===== src/rtl/cgra_clkgate_ctrl.sv =====
// Clock-gate enable controller for a CGRA array: wakes on host/bus activity,
// auto-gates after a programmable idle period, and honours software sleep/force.
module cgra_clkgate_ctrl #(
  parameter int WAKE_CYCLES = 2,
  parameter int CNT_W       = 8
) (
  input  logic             clk_i,
  input  logic             rst_ni,
  input  logic             req_i,
  input  logic             busy_i,
  input  logic             force_en_i,
  input  logic             sleep_req_i,
  input  logic [CNT_W-1:0] idle_thresh_i,
  output logic             en_o,
  output logic             ready_o,
  output logic [1:0]       state_o
);

  localparam logic [1:0] GATED  = 2'd0;
  localparam logic [1:0] WAKE   = 2'd1;
  localparam logic [1:0] ACTIVE = 2'd2;
  localparam logic [1:0] IDLE   = 2'd3;

  localparam logic [3:0] WAKE_LAST = 4'(WAKE_CYCLES - 1);

  logic [1:0]       state_q, state_d;
  logic [3:0]       wake_cnt_q, wake_cnt_d;
  logic [CNT_W-1:0] idle_cnt_q, idle_cnt_d;
  logic             en_q, en_d;
  logic             ready_q, ready_d;

  logic             act;
  logic [CNT_W:0]   idle_next;
  logic             thresh_hit;

  assign act       = req_i | busy_i | force_en_i;
  assign idle_next = {1'b0, idle_cnt_q} + {{CNT_W{1'b0}}, 1'b1};
  // Compare with >= so a threshold lowered below the running count gates at once.
  assign thresh_hit = (idle_thresh_i != '0) && (idle_next >= {1'b0, idle_thresh_i});

  always_ff @(posedge clk_i or negedge rst_ni) begin
    if (!rst_ni) begin
      state_q    <= GATED;
      wake_cnt_q <= '0;
      idle_cnt_q <= '0;
      en_q       <= 1'b0;
      ready_q    <= 1'b0;
    end else begin
      state_q    <= state_d;
      wake_cnt_q <= wake_cnt_d;
      idle_cnt_q <= idle_cnt_d;
      en_q       <= en_d;
      ready_q    <= ready_d;
    end
  end

  // Counters default to zero so they are cleared whenever their state is (re)entered.
  always_comb begin
    state_d    = state_q;
    wake_cnt_d = '0;
    idle_cnt_d = '0;
    case (state_q)
      GATED: begin
        if (act) state_d = WAKE;
      end
      WAKE: begin
        if (wake_cnt_q == WAKE_LAST) state_d = ACTIVE;
        else                         wake_cnt_d = wake_cnt_q + 4'd1;
      end
      ACTIVE: begin
        if (!act) state_d = sleep_req_i ? GATED : IDLE;
      end
      IDLE: begin
        if (act) begin
          state_d = ACTIVE;
        end else if (sleep_req_i || thresh_hit) begin
          state_d = GATED;
        end else begin
          idle_cnt_d = (&idle_cnt_q) ? idle_cnt_q : idle_next[CNT_W-1:0];
        end
      end
      default: state_d = GATED;
    endcase
  end

  // Outputs are registered from the next state so they change on the same edge as state_q.
  always_comb begin
    en_d    = (state_d != GATED);
    ready_d = (state_d == ACTIVE) || (state_d == IDLE);
  end

  assign en_o    = en_q;
  assign ready_o = ready_q;
  assign state_o = state_q;

endmodule


===== config.mk =====
export PLATFORM = sky130hd
export DESIGN_NAME = cgra_clkgate_ctrl
export DESIGN_NICKNAME = d
export VERILOG_FILES = /design/src/rtl/cgra_clkgate_ctrl.sv
export SDC_FILE = /design/constraint.sdc
export NUM_CORES = 1
export LEC_CHECK = 0
export BUFFER_PORTS_ARGS = -buffer_cell sky130_fd_sc_hd__buf_4
export CORE_MARGIN = 5
export CORE_UTILIZATION = 54
export CTS_CLUSTER_SIZE = 28
export DETAILED_ROUTE_END_ITERATION = 7
export MAX_ROUTING_LAYER = met4
export PLACE_DENSITY_LB_ADDON = 0.12
export SYNTH_ARGS = -nofsm -noshare
export SYNTH_HDL_FRONTEND = slang
export SYNTH_SLANG_ARGS = --single-unit

===== constraint.sdc =====
create_clock -name clk_i -period 2.9 [get_ports clk_i]
set_input_delay 0.435 -clock clk_i [delete_from_list [all_inputs] [get_ports clk_i]]
set_output_delay 0.435 -clock clk_i [all_outputs]
set_load 0.05 [all_outputs]

* Word-level counts from Yosys, hierarchy flattened
Cells that the tools add are included.
Operators by class: equality and inequality tests 7, bitwise logic cells 2, order comparisons 1, reductions and logical operators 7, add/sub/neg operators 2, mux-type cells 13
Operators by type and width (number):
- 2-to-1 mux 8 bit | 4
- 2-to-1 mux 2 bit | 6
- adder 8 x 1 -> 9 bit (second input constant) | 1
- >= comparator 9 x 8 -> 1 bit | 1
- == test 2 bit (second input constant) | 4
- 2-to-1 mux 4 bit | 2
- one-hot mux 2 bit (4 select lines) | 1
- AND reduction 8 bit | 1
- nonzero test 8 bit | 1
- adder 4 x 1 -> 4 bit (second input constant) | 1
- == test 4 x 1 -> 1 bit (second input constant) | 1
- inequality test 4 bit (second input constant) | 1
- == test 2 x 1 -> 1 bit (second input constant) | 1
- zero test 2 bit | 1
- logical OR 1 bit | 2
- bitwise OR 1 bit | 2
- nonzero test 2 bit | 1
- logical AND 1 bit | 1
Word-level totals: logic and storage cells 37, output and inout bits 4, input bits 14, bits in registers 16

* Depth between registers and ports, before layout
word-level depth 9, depth in mapped cells 11, gate-level depth less buffers 10

* Worst setup path after synthesis
Ideal clock, no wire load.
path kind register -> register, start point register idle_cnt_q[0], end point register idle_cnt_q[7], library setup time 0.095 ns, setup slack 0.367 ns, path buffers 1, cell stages (with the launch flop) 11, required time 2.805 ns, arrival 2.438 ns, path through dfrtp_1 > ha_1 > nand2_1 > or2_2 > xnor2_1 > ha_1 > a21o_1 > a2111oi_2 > a21oi_2 > buf_6 > nor4_4
On the way: longest elaborated chain between the ends 7
Ends and longest elaborated chain:
- start, declared | RTL line 28 | logic [CNT_W-1:0] idle_cnt_q, idle_cnt_d;
- start signal, assigned | RTL line 51 | idle_cnt_q <= idle_cnt_d;
- adder 8 x 1 -> 9 bit | RTL line 37 | assign idle_next = {1'b0, idle_cnt_q} + {{CNT_W{1'b0}}, 1'b1};
- >= comparator 9 x 8 -> 1 bit | RTL line 39 | assign thresh_hit = (idle_thresh_i != '0) && (idle_next >= {1'b0, idle_thresh_i});
- logical AND 1 bit | RTL line 39
- logical OR 1 bit | RTL line 76 | end else if (sleep_req_i || thresh_hit) begin
- 2-to-1 mux 8 bit | RTL line 76
- 2-to-1 mux 8 bit | RTL line 74 | if (act) begin
- 2-to-1 mux 8 bit | RTL line 62 | case (state_q)
Parallel ways exist; a longest one is shown, timed or not. The select of a mux whose other input is x is not followed. A chain may end at the register's enable or synchronous reset.

* Worst setup path in the final report
start point register idle_cnt_q[0], end point register idle_cnt_q[6]
The elaborated chain is that of the path after synthesis.

==> impl_metrics.csv <==
group,metric,value,unit
clocking,cts_resized,0,
timing,post-route-period-util,0.929,
synthesis,synth_nets,135,
min_path,hp-start,"wake_cnt_q[0]$_DFF_PN0_",
timing,tightest_slew,457,ps
synthesis,synth_cell_types,37,
placement,place_hpwl,1620,um
clocking,clkSinkCount,15,
timing,max_freq,0.371,GHz
cells_and_area,utilization,0.646,
floorplanning,row_count,16,
grt,grt_pass1_vias,784,
cells_and_area,fin_cells,157,
timing,setup_viol,0,
timing,skew,8.54,ps
setup_path,rr_startpoint,"idle_cnt_q[0]$_DFFE_PN0P_",
synthesis,asyncSetResetFlopFracSynth,1.00,
detailed_routing,wl,1950,um
grt,overflow,0,
grt,grt_util_all_layers,0.155,
run,drv_cap,0,
timing,whs,498,ps
floorplanning,dieArea,2920,um2
grt,grt_first_pass_wirelength,3130,um
placement,placed_area,1190,um2
cells_and_area,fillCellCount,155,
power,ir_worst_vdd,0.429,mV
cells_and_area,final_cell_mix,"buf_4 (19), dfrtp_1 (15), nor2_1 (14), ha_1 (11), inv_1 (10)",
setup_path,cp.arrival,2850,ps
setup_path,start_kind,"flop",
floorplanning,io_pins,18,
cells_and_area,layout-drive-gt1-share,0.231,
setup_path,crit_type,"reg -> reg",
cells_and_area,area_growth,17.5,%
detailed_routing,via_count,818,
synthesis,yosysSeqAreaShare,0.359,
timing,fin_setup_tns,0,ps
clocking,cts_buffers,3,
timing,period_needed,2700,ps
detailed_routing,drtIter0Drc,17,
synthesis,yosys_warnings,0,
synthesis,avgSynthCellArea,9.51,um2
timing,maxSlewHeadroom,0.695,
clocking,insertion_delay,280,ps
power,p_per_area,492,nW/um2
detailed_routing,final_antenna_net_count,0,
placement,dp_cells,152,
floorplanning,fp.dieH,54.0,um
synthesis,synth_enable_flop_cells,0,
detailed_routing,drc_errors,0,
clocking,h-tree-depth,1,
clocking,cts_buffer_depth,2,
clocking,cts_setup_buffers,0,
outcome,outcome,"complete, no violations",
synthesis,synth_area,1050,um2
floorplanning,die_x,54.0,um
clocking,clock_tree.root_cell,"clkbuf_4",
detailed_routing,drt_first_pass_iters,4,
synthesis,ys_ff_latch,15,
cells_and_area,antenna_cells,0,
placement,gp_congestion,0.805,
floorplanning,core,1900,um2
setup_path,crit_start,"idle_cnt_q[0]$_DFFE_PN0P_",
setup_path,crit_fanout,7,
setup_path,cp-end-kind,"flop",
detailed_routing,wire_per_inst,12.4,um
grt,antenna_found_initial,0,
min_path,hp-class,"reg -> reg",
cells_and_area,design_area,1230,um2
floorplanning,start_util,0.550,
power,power_leakage,0.000607,uW
timing,hold_viol,0,
clocking,path_clk_slew,90,ps
placement,port_buffers,17,
timing,drv_slew,0,
clocking,cts_tree,"built",
detailed_routing,viasPerCell,5.21,
timing,rsz0062_at_grt,"true",
cells_and_area,nNetsFinal,156,
cells_and_area,layout_commonest_cell,"buf_4",
setup_path,required,3060,ps
synthesis,postSynthCellCount,110,
grt,grt_start_max_net_pins,16,
synthesis,synth-main-ff-cell,"dfrtp_1",
## metrics by stage
step / worst slack [ps] / power [uW]
after floorplan: 367 / 444
after global placement: 282 / 495
after detailed placement: 195 / 496
after CTS: 181 / 615
after global routing: -0.947 / 647
final: 205 / 605
## cell type report
class / count / area [um2] / share of cell area
clock buffers: 4 / 26.3 / 0.0214
inverters: 10 / 37.5 / 0.0305
multi-input cells: 81 / 603 / 0.491
flip-flops and latches: 15 / 375 / 0.305
well taps: 27 / 33.8 / 0.0275
repair buffers: 20 / 153 / 0.124
## where the power goes
| part | internal [uW] | leakage [uW] | switching (uW) |
|---|---|---|---|
| Combinational | 80.0 | 0.000392 | 146 |
| Sequential | 229 | 0.000200 | 35.2 |
| Clock | 53.3 | 0.0000150 | 61.1 |
| Total | 363 | 0.000607 | 242 |
## repair_timing
| item | 4_1_cts | 5_1_grt |
|---|---|---|
| endpoints found under the hold margin | 15 | 0 |
| hold buffers | 1 | 0 |
| setup endpoints to repair | 0 | 1 |
## path summary, 6_finish.rpt
check                                            end  cells after the start  slack (ps)
setup / recovery           idle_cnt_q[6]$_DFFE_PN0P_                      9         200
hold / removal               wake_cnt_q[0]$_DFF_PN0_                      1         500
setup reg to reg           idle_cnt_q[6]$_DFFE_PN0P_                      9         200
hold reg to reg              wake_cnt_q[0]$_DFF_PN0_                      1         500
max in group asynchronous  idle_cnt_q[2]$_DFFE_PN0P_                      2        2180
min in group asynchronous  idle_cnt_q[7]$_DFFE_PN0P_                      2         540
## cell usage after synthesis (2+ instances only)
library cell,instances,share of area
a21o_1,2,0.014
a31oi_1,2,0.012
and3_1,2,0.012
buf_4,2,0.014
dfrtp_1,15,0.36
ha_1,11,0.13
inv_1,10,0.036
nand2_1,6,0.022
nand3_1,4,0.019
nor2_1,14,0.050
nor3_1,8,0.038
o21ai_0,2,0.0096
xnor2_1,4,0.033
xor2_1,5,0.042
## logic make-up after synthesis
group | count (synthesis) | synth area share
and+or+nand+nor | 47 | 0.255
DFF | 15 | 0.359
buffers and inverters | 14 | 0.0646
AOI/OAI and AO/OA | 13 | 0.105
adders and majority gates | 11 | 0.132
xor gates and xnor gates | 9 | 0.0754
muxes | 1 | 0.00957
## state kept, by name, indices dropped and copies added, names as in the netlist
signal / cells
state_o: 1
idle_cnt_q: 8
wake_cnt_q: 4
en_o: 1
ready_o: 1
## metal layers
metal | vias to the layer above | GRT usage | share of wire
li1 | 418 | - | -
met1 | 377 | 0.161 | 0.42
met2 | 17 | 0.268 | 0.51
met3 | 6 | 0.0166 | 0.044
met4 | 0 | 0.116 | 0.031
met5 | - | - | 0
## critical path: stages (launching register included)
cell	delay [ps]
dfrtp_1	440
ha_1	200
nand2_1	100
or2_2	320
xnor2_1	140
ha_1	290
a21o_1	170
a2111oi_2	380
a21oi_2	190
a2111oi_1	360
Note: power is estimated with default switching activity, not from simulation.
